--- src/rtl/pw_arm_ctrl_pkg.sv ---
// Shared types and default widths for the capture arming scheduler.
package pw_arm_ctrl_pkg;

  localparam int unsigned pCOUNT_WIDTH_DEF   = 8;
  localparam int unsigned pHOLDOFF_WIDTH_DEF = 16;
  localparam int unsigned pTIMEOUT_WIDTH_DEF = 32;

  typedef enum logic [2:0] {
    StIdle,
    StArmed,
    StCapture,
    StHoldoff,
    StDone
  } arm_st_e;

endpackage

--- src/rtl/pw_arm_ctrl_if.sv ---
// Control/status bundle between the register block and the arming scheduler.
interface pw_arm_ctrl_if
  import pw_arm_ctrl_pkg::*;
#(
  parameter int unsigned pCOUNT_WIDTH   = pCOUNT_WIDTH_DEF,
  parameter int unsigned pHOLDOFF_WIDTH = pHOLDOFF_WIDTH_DEF,
  parameter int unsigned pTIMEOUT_WIDTH = pTIMEOUT_WIDTH_DEF
);
  logic                      I_arm;
  logic                      I_disarm;
  logic [pCOUNT_WIDTH-1:0]   I_num_arms;
  logic [pHOLDOFF_WIDTH-1:0] I_holdoff;
  logic [pTIMEOUT_WIDTH-1:0] I_timeout;
  logic                      I_match;
  logic                      I_capturing;
  logic                      O_match_enable;
  logic                      O_trigger_enable;
  logic                      O_armed;
  logic                      O_done_pulse;
  logic                      O_timeout;
  logic [pCOUNT_WIDTH-1:0]   O_capture_count;

  modport master (
    output I_arm, I_disarm, I_num_arms, I_holdoff, I_timeout, I_match, I_capturing,
    input  O_match_enable, O_trigger_enable, O_armed, O_done_pulse, O_timeout, O_capture_count
  );

  modport slave (
    input  I_arm, I_disarm, I_num_arms, I_holdoff, I_timeout, I_match, I_capturing,
    output O_match_enable, O_trigger_enable, O_armed, O_done_pulse, O_timeout, O_capture_count
  );
endinterface

--- src/rtl/pw_arm_ctrl_counter.sv ---
// Clear/enable up-counter flagging terminal count at limit-1.
module pw_arm_ctrl_counter
  import pw_arm_ctrl_pkg::*;
#(
  parameter int unsigned pWIDTH = pHOLDOFF_WIDTH_DEF
) (
  input  logic              clk_i,
  input  logic              rst_i,
  input  logic              clr_i,
  input  logic              en_i,
  input  logic [pWIDTH-1:0] limit_i,
  output logic              tc_o
);
  logic [pWIDTH-1:0] cnt_q;

  always_ff @(posedge clk_i or posedge rst_i) begin
    if (rst_i) begin
      cnt_q <= '0;
    end else if (clr_i) begin
      cnt_q <= '0;
    end else if (en_i) begin
      cnt_q <= cnt_q + pWIDTH'(1);
    end
  end

  assign tc_o = (cnt_q == limit_i - pWIDTH'(1));
endmodule

--- src/rtl/pw_arm_ctrl.sv ---
// Arming scheduler: arms the matcher/trigger for N captures with holdoff and armed-wait timeout.
module pw_arm_ctrl
  import pw_arm_ctrl_pkg::*;
#(
  parameter int unsigned pCOUNT_WIDTH   = pCOUNT_WIDTH_DEF,
  parameter int unsigned pHOLDOFF_WIDTH = pHOLDOFF_WIDTH_DEF,
  parameter int unsigned pTIMEOUT_WIDTH = pTIMEOUT_WIDTH_DEF
) (
  input logic          fe_clk,
  input logic          reset_i,
  pw_arm_ctrl_if.slave ctrl_io
);
  arm_st_e                 st_q, st_d;
  logic [pCOUNT_WIDTH-1:0] count_q, count_d;
  logic                    timeout_q, timeout_d;
  logic                    capturing_q;
  logic                    en_q, armed_q, done_q;
  logic                    hold_clr, hold_en, hold_tc;
  logic                    tmo_clr, tmo_en, tmo_tc, tmo_active;
  logic                    cap_fall;

  assign tmo_active = (ctrl_io.I_timeout != '0);
  assign cap_fall   = capturing_q & ~ctrl_io.I_capturing;

  // Both counters sit at zero outside their state, so every entry starts fresh.
  assign hold_clr = (st_q != StHoldoff);
  assign hold_en  = (st_q == StHoldoff);
  assign tmo_clr  = (st_q != StArmed);
  assign tmo_en   = (st_q == StArmed) && !ctrl_io.I_match && tmo_active;

  pw_arm_ctrl_counter #(
    .pWIDTH (pHOLDOFF_WIDTH)
  ) u_holdoff_cnt (
    .clk_i   (fe_clk),
    .rst_i   (reset_i),
    .clr_i   (hold_clr),
    .en_i    (hold_en),
    .limit_i (ctrl_io.I_holdoff),
    .tc_o    (hold_tc)
  );

  pw_arm_ctrl_counter #(
    .pWIDTH (pTIMEOUT_WIDTH)
  ) u_timeout_cnt (
    .clk_i   (fe_clk),
    .rst_i   (reset_i),
    .clr_i   (tmo_clr),
    .en_i    (tmo_en),
    .limit_i (ctrl_io.I_timeout),
    .tc_o    (tmo_tc)
  );

  always_comb begin
    st_d      = st_q;
    count_d   = count_q;
    timeout_d = timeout_q;
    if (ctrl_io.I_disarm) begin
      st_d = StIdle;
    end else begin
      unique case (st_q)
        StIdle: begin
          if (ctrl_io.I_arm) begin
            st_d      = StArmed;
            count_d   = '0;
            timeout_d = 1'b0;
          end
        end
        StArmed: begin
          // Match beats a same-cycle timeout expiry.
          if (ctrl_io.I_match) begin
            st_d = StCapture;
            if (count_q != '1) count_d = count_q + pCOUNT_WIDTH'(1);
          end else if (tmo_active && tmo_tc) begin
            st_d      = StDone;
            timeout_d = 1'b1;
          end
        end
        StCapture: begin
          if (cap_fall) begin
            if (ctrl_io.I_num_arms != '0 && count_q == ctrl_io.I_num_arms) st_d = StDone;
            else if (ctrl_io.I_holdoff == '0)                              st_d = StArmed;
            else                                                           st_d = StHoldoff;
          end
        end
        StHoldoff: begin
          if (hold_tc) st_d = StArmed;
        end
        StDone:  st_d = StIdle;
        default: st_d = StIdle;
      endcase
    end
  end

  always_ff @(posedge fe_clk or posedge reset_i) begin
    if (reset_i) begin
      st_q        <= StIdle;
      count_q     <= '0;
      timeout_q   <= 1'b0;
      capturing_q <= 1'b0;
      en_q        <= 1'b0;
      armed_q     <= 1'b0;
      done_q      <= 1'b0;
    end else begin
      st_q        <= st_d;
      count_q     <= count_d;
      timeout_q   <= timeout_d;
      capturing_q <= ctrl_io.I_capturing;
      en_q        <= (st_d == StArmed);
      armed_q     <= (st_d != StIdle);
      done_q      <= (st_d == StDone);
    end
  end

  assign ctrl_io.O_match_enable   = en_q;
  assign ctrl_io.O_trigger_enable = en_q;
  assign ctrl_io.O_armed          = armed_q;
  assign ctrl_io.O_done_pulse     = done_q;
  assign ctrl_io.O_timeout        = timeout_q;
  assign ctrl_io.O_capture_count  = count_q;
endmodule

--- src/flat_wrapper.sv ---
// flat-port wrapper written by rule: the top's interface ports become plain ports
module pw_arm_ctrl_flat import pw_arm_ctrl_pkg::*;
#(
  parameter int unsigned pCOUNT_WIDTH   = pCOUNT_WIDTH_DEF,
  parameter int unsigned pHOLDOFF_WIDTH = pHOLDOFF_WIDTH_DEF,
  parameter int unsigned pTIMEOUT_WIDTH = pTIMEOUT_WIDTH_DEF
)
  (fe_clk, reset_i, ctrl_io_I_arm, ctrl_io_I_disarm, ctrl_io_I_num_arms, ctrl_io_I_holdoff, ctrl_io_I_timeout, ctrl_io_I_match, ctrl_io_I_capturing, ctrl_io_O_match_enable, ctrl_io_O_trigger_enable, ctrl_io_O_armed, ctrl_io_O_done_pulse, ctrl_io_O_timeout, ctrl_io_O_capture_count);
  pw_arm_ctrl_if #(.pCOUNT_WIDTH(pCOUNT_WIDTH), .pHOLDOFF_WIDTH(pHOLDOFF_WIDTH), .pTIMEOUT_WIDTH(pTIMEOUT_WIDTH)) ctrl_io_i ();
  input logic fe_clk;
  input logic reset_i;
  input wire logic [$bits(ctrl_io_i.I_arm)-1:0] ctrl_io_I_arm;
  input wire logic [$bits(ctrl_io_i.I_disarm)-1:0] ctrl_io_I_disarm;
  input wire logic [$bits(ctrl_io_i.I_num_arms)-1:0] ctrl_io_I_num_arms;
  input wire logic [$bits(ctrl_io_i.I_holdoff)-1:0] ctrl_io_I_holdoff;
  input wire logic [$bits(ctrl_io_i.I_timeout)-1:0] ctrl_io_I_timeout;
  input wire logic [$bits(ctrl_io_i.I_match)-1:0] ctrl_io_I_match;
  input wire logic [$bits(ctrl_io_i.I_capturing)-1:0] ctrl_io_I_capturing;
  output wire logic [$bits(ctrl_io_i.O_match_enable)-1:0] ctrl_io_O_match_enable;
  output wire logic [$bits(ctrl_io_i.O_trigger_enable)-1:0] ctrl_io_O_trigger_enable;
  output wire logic [$bits(ctrl_io_i.O_armed)-1:0] ctrl_io_O_armed;
  output wire logic [$bits(ctrl_io_i.O_done_pulse)-1:0] ctrl_io_O_done_pulse;
  output wire logic [$bits(ctrl_io_i.O_timeout)-1:0] ctrl_io_O_timeout;
  output wire logic [$bits(ctrl_io_i.O_capture_count)-1:0] ctrl_io_O_capture_count;
  assign ctrl_io_i.I_arm = ctrl_io_I_arm;
  assign ctrl_io_i.I_disarm = ctrl_io_I_disarm;
  assign ctrl_io_i.I_num_arms = ctrl_io_I_num_arms;
  assign ctrl_io_i.I_holdoff = ctrl_io_I_holdoff;
  assign ctrl_io_i.I_timeout = ctrl_io_I_timeout;
  assign ctrl_io_i.I_match = ctrl_io_I_match;
  assign ctrl_io_i.I_capturing = ctrl_io_I_capturing;
  assign ctrl_io_O_match_enable = ctrl_io_i.O_match_enable;
  assign ctrl_io_O_trigger_enable = ctrl_io_i.O_trigger_enable;
  assign ctrl_io_O_armed = ctrl_io_i.O_armed;
  assign ctrl_io_O_done_pulse = ctrl_io_i.O_done_pulse;
  assign ctrl_io_O_timeout = ctrl_io_i.O_timeout;
  assign ctrl_io_O_capture_count = ctrl_io_i.O_capture_count;
  pw_arm_ctrl #(.pCOUNT_WIDTH(pCOUNT_WIDTH), .pHOLDOFF_WIDTH(pHOLDOFF_WIDTH), .pTIMEOUT_WIDTH(pTIMEOUT_WIDTH)) u_core (.fe_clk(fe_clk), .reset_i(reset_i), .ctrl_io(ctrl_io_i));
endmodule
--- config.mk ---
export PLATFORM = sky130hd
export DESIGN_NAME = pw_arm_ctrl_flat
export DESIGN_NICKNAME = d
export VERILOG_FILES = /design/src/rtl/pw_arm_ctrl_pkg.sv /design/src/rtl/pw_arm_ctrl_if.sv /design/src/rtl/pw_arm_ctrl_counter.sv /design/src/rtl/pw_arm_ctrl.sv /design/src/flat_wrapper.sv
export SDC_FILE = /design/constraint.sdc
export NUM_CORES = 1
export LEC_CHECK = 0
export BUFFER_PORTS_ARGS = -buffer_cell sky130_fd_sc_hd__buf_4
export CORE_MARGIN = 10
export CORE_UTILIZATION = 55
export DETAILED_ROUTE_END_ITERATION = 7
export PLACE_DENSITY = 0.73
export SETUP_SLACK_MARGIN = 0.1
export SKIP_CTS_REPAIR_TIMING = 1
export SLEW_MARGIN = 40
export SYNTH_ARGS = -nofsm -noshare
export SYNTH_HDL_FRONTEND = slang
export SYNTH_SLANG_ARGS = --single-unit
--- constraint.sdc ---
create_clock -name fe_clk -period 4.25 [get_ports fe_clk]
set_input_delay 0.6375 -clock fe_clk [delete_from_list [all_inputs] [get_ports fe_clk]]
set_output_delay 0.6375 -clock fe_clk [all_outputs]
set_load 0.1 [all_outputs]
==> metrics.yaml <==
status:
  status: "completed"
clock_tree:
  cts_max_level: 3
  cts_buffer_depth: 2
  cts-root-buf: "clkbuf_8"
  clock_latency_ps: 350
  cts_tree: "built"
  clock-sinks: 64
  clk_pin_slew_ps: 80
  cts_buffers: 9
critical_path:
  start_kind: "input port"
  r2r-start: "u_core.st_q[1]$_DFF_PP0_"
  r2r_end: "u_core.u_timeout_cnt.cnt_q[26]$_DFFE_PP0P_"
  cp.arrival_ps: 4030
  critPathKind: "in2reg"
  end_kind: "flop"
  ff2ff_path_depth: 9
  crit_required_ps: 4480
  worst-path-max-fanout: 6
  r2r_setup_slack_ps: 670
synth:
  synth_fa_ha_area_frac: 0.01519
  synth_top_family_by_area: "simple AND/OR/NAND/NOR gates"
  yosysSeqAreaShare: 0.3241
  synth-async-reset-ratio: 1.000
  synth-xor-area-share: 0.1701
  netlist_area_um2: 4942
  synth_top_area_cell: "dfrtp_1"
  synth_ff_type: "dfrtp_1"
  synth-simple-area-share: 0.3020
  synth_compound_area_frac: 0.1278
  netlist_top_cells_area: "dfrtp_1, xnor2_1, xor2_1"
  synth_edf_count: 0
  yosys.area.top_type_share: 0.3241
  yosysWarnings: 0
  syn_area_per_cell_um2: 8.363
  synth.mux.area_fraction: 0.02456
  syn_nets: 659
  yosys.cell_types.count: 67
  synth-seq-cells: 64
  netlist_instances: 591
final_layout:
  syn_to_final_growth_pct: 18.10
  num-fill-cells: 754
  diodes: 0
  layout_commonest_cell: "buf_4"
  fin_nets: 731
  regArea_um2: 1602
  multi_input_area_um2: 3163
  drive_above_1_share: 0.1617
  fin_area_um2: 5837
  mostFrequentLayoutCells: "buf_4, dfrtp_1, nor2_1, xor2_1, xnor2_1"
routing:
  vias_per_cell: 6.101
  ant_nets: 0
  post_drt_wl_per_cell_um: 18.11
  first_pass_iters: 5
  drt_wl_total_um: 14050
  dr_total_vias: 4734
  drc: 0
  drtIter0Drc: 459
die:
  core_um2: 8721
  die_x_um: 114.8
  row_count: 34
  die_area_um2: 13180
  die_y_um: 114.8
  io-pin-count: 75
  initial_utilization: 0.5667
placement:
  dp_hpwl_um: 10860
  io_buffers: 74
  gp_congestion: 0.9785
  placed_cell_area_um2: 5600
pwr:
  ir_worst_vdd_v: 0.0002078
  leakagePower_nw: 2.378
  p_per_area_nw_per_um2: 272.2
sta:
  worst_slew_pin_slew_ps: 726.2
  slew_headroom: 0.5136
  finalCritPeriodShare: 0.8935
  rsz0062_at_grt: "no"
  post-route-min-period_ps: 3797
  hold_viol_final: 0
  slew_violations: 0
  fmax_ghz: 0.2633
  finClkSkew_ps: 10.87
  setup_tns_ps: 0
  setup_viol: 0
min_path:
  hp-class: "in2async"
global_routing:
  grt_overflow: 0
  grt_max_degree: 47
  grt_util_all_layers: 0.2146
  antenna_found_initial: 0
  grt_pass1_wl_um: 23280
  grt_pass1_vias: 4764
job:
  maxCapViolCount: 0
layout make-up:
type,count,share of cell area
clock inverters,5,0.01801
repair buffers,82,0.1055
inverters,22,0.01458
flip-flops and latches,64,0.2744
multi-input cells,484,0.5419
well taps,108,0.02315
clock buffers,11,0.02251
flip-flops by register name, summed over array words and instances (netlist names):
name	cells
u_core.u_timeout_cnt.cnt_q	32
u_core.ctrl_io.O_timeout	1
u_core.ctrl_io.O_capture_count	8
u_core.ctrl_io.O_armed	1
u_core.u_holdoff_cnt.cnt_q	16
u_core.capturing_q	1
u_core.ctrl_io.O_match_enable	1
u_core.ctrl_io.O_done_pulse	1
u_core.st_q	3
where the power goes:
group	internal, mW	switching, mW	total (mW)
Sequential	0.619	0.0156	0.634
Clock	0.390	0.252	0.642
Combinational	0.113	0.199	0.312
Total	1.12	0.466	1.59
stage by stage:
stage | hold slack, ps | utilization | total power [mW] | instances | worst slack, ps
CTS | 385.9 | 0.6693 | 1.597 | 776 | 492.5
detailed placement | 527.1 | 0.6422 | 0.9566 | 760 | 129.6
global route | 381.9 | 0.6693 | 1.649 | 776 | 208.5
global placement | 500.0 | 0.6419 | 0.9494 | 760 | 420.2
finish | 364.8 | 0.6693 | 1.589 | 776 | 452.7
floorplan | 472.2 | - | 0.8313 | 591 | 749.8
worst max-delay path: stages:
cell and delay [ps]:
buf_4 120, nor3_1 560, nand4_1 310, a2111oi_0 620, o2111ai_1 200, or3_1 430, or4_1 410, or4b_4 560
and3_1 180
cell families after synthesis:
kind of cell,Yosys count
AO/OA/AOI/OAI,96
XOR/XNOR,96
adder cells (fa/ha/maj),6
buffers and inverters,43
flip-flops,64
multiplexers,12
AND/OR/NAND/NOR,274
worst max-delay path by stage:
| stage | slack, ps | cells past startpoint | startpoint | end |
|---|---|---|---|---|
| detailed placement | 130 | 9 | ctrl_io_I_timeout[1] | u_core.ctrl_io.O_match_enable$_DFF_PP0_ |
| global route | 210 | 9 | ctrl_io_I_timeout[1] | u_core.ctrl_io.O_match_enable$_DFF_PP0_ |
| floorplan | 750 | 9 | ctrl_io_I_timeout[20] | u_core.ctrl_io.O_match_enable$_DFF_PP0_ |
| global placement | 420 | 9 | ctrl_io_I_timeout[1] | u_core.ctrl_io.O_match_enable$_DFF_PP0_ |
| CTS | 490 | 9 | ctrl_io_I_timeout[1] | u_core.ctrl_io.O_match_enable$_DFF_PP0_ |
| finish | 450 | 9 | ctrl_io_I_timeout[1] | u_core.ctrl_io.O_match_enable$_DFF_PP0_ |
per-layer routing:
layer,global-route usage,part of all wire,up-vias
li1,-,-,2282
met1,0.2725,0.44,2276
met2,0.3560,0.49,152
met3,0.04792,0.057,24
met4,0.06601,0.017,0
met5,0,0,-
cell usage after synthesis (all sizes together) (4+ instances only):
cell / n
o31ai: 6
nand2: 42
buf: 5
nor2b: 6
a31oi: 6
inv: 22
and4: 4
nand3: 30
o211ai: 9
a21oi: 25
xnor2: 48
nor3b: 5
nor2: 57
mux2i: 11
nor4: 19
dfrtp: 64
ha: 6
nor4b: 4
nand3b: 4
nor3: 27
xor2: 48
and2: 4
nand4: 19
and3: 16
nand2b: 5
o21ai: 21
or3: 12
clkbuf: 16
or4: 9
Note: power is estimated with default switching activity, not from simulation.
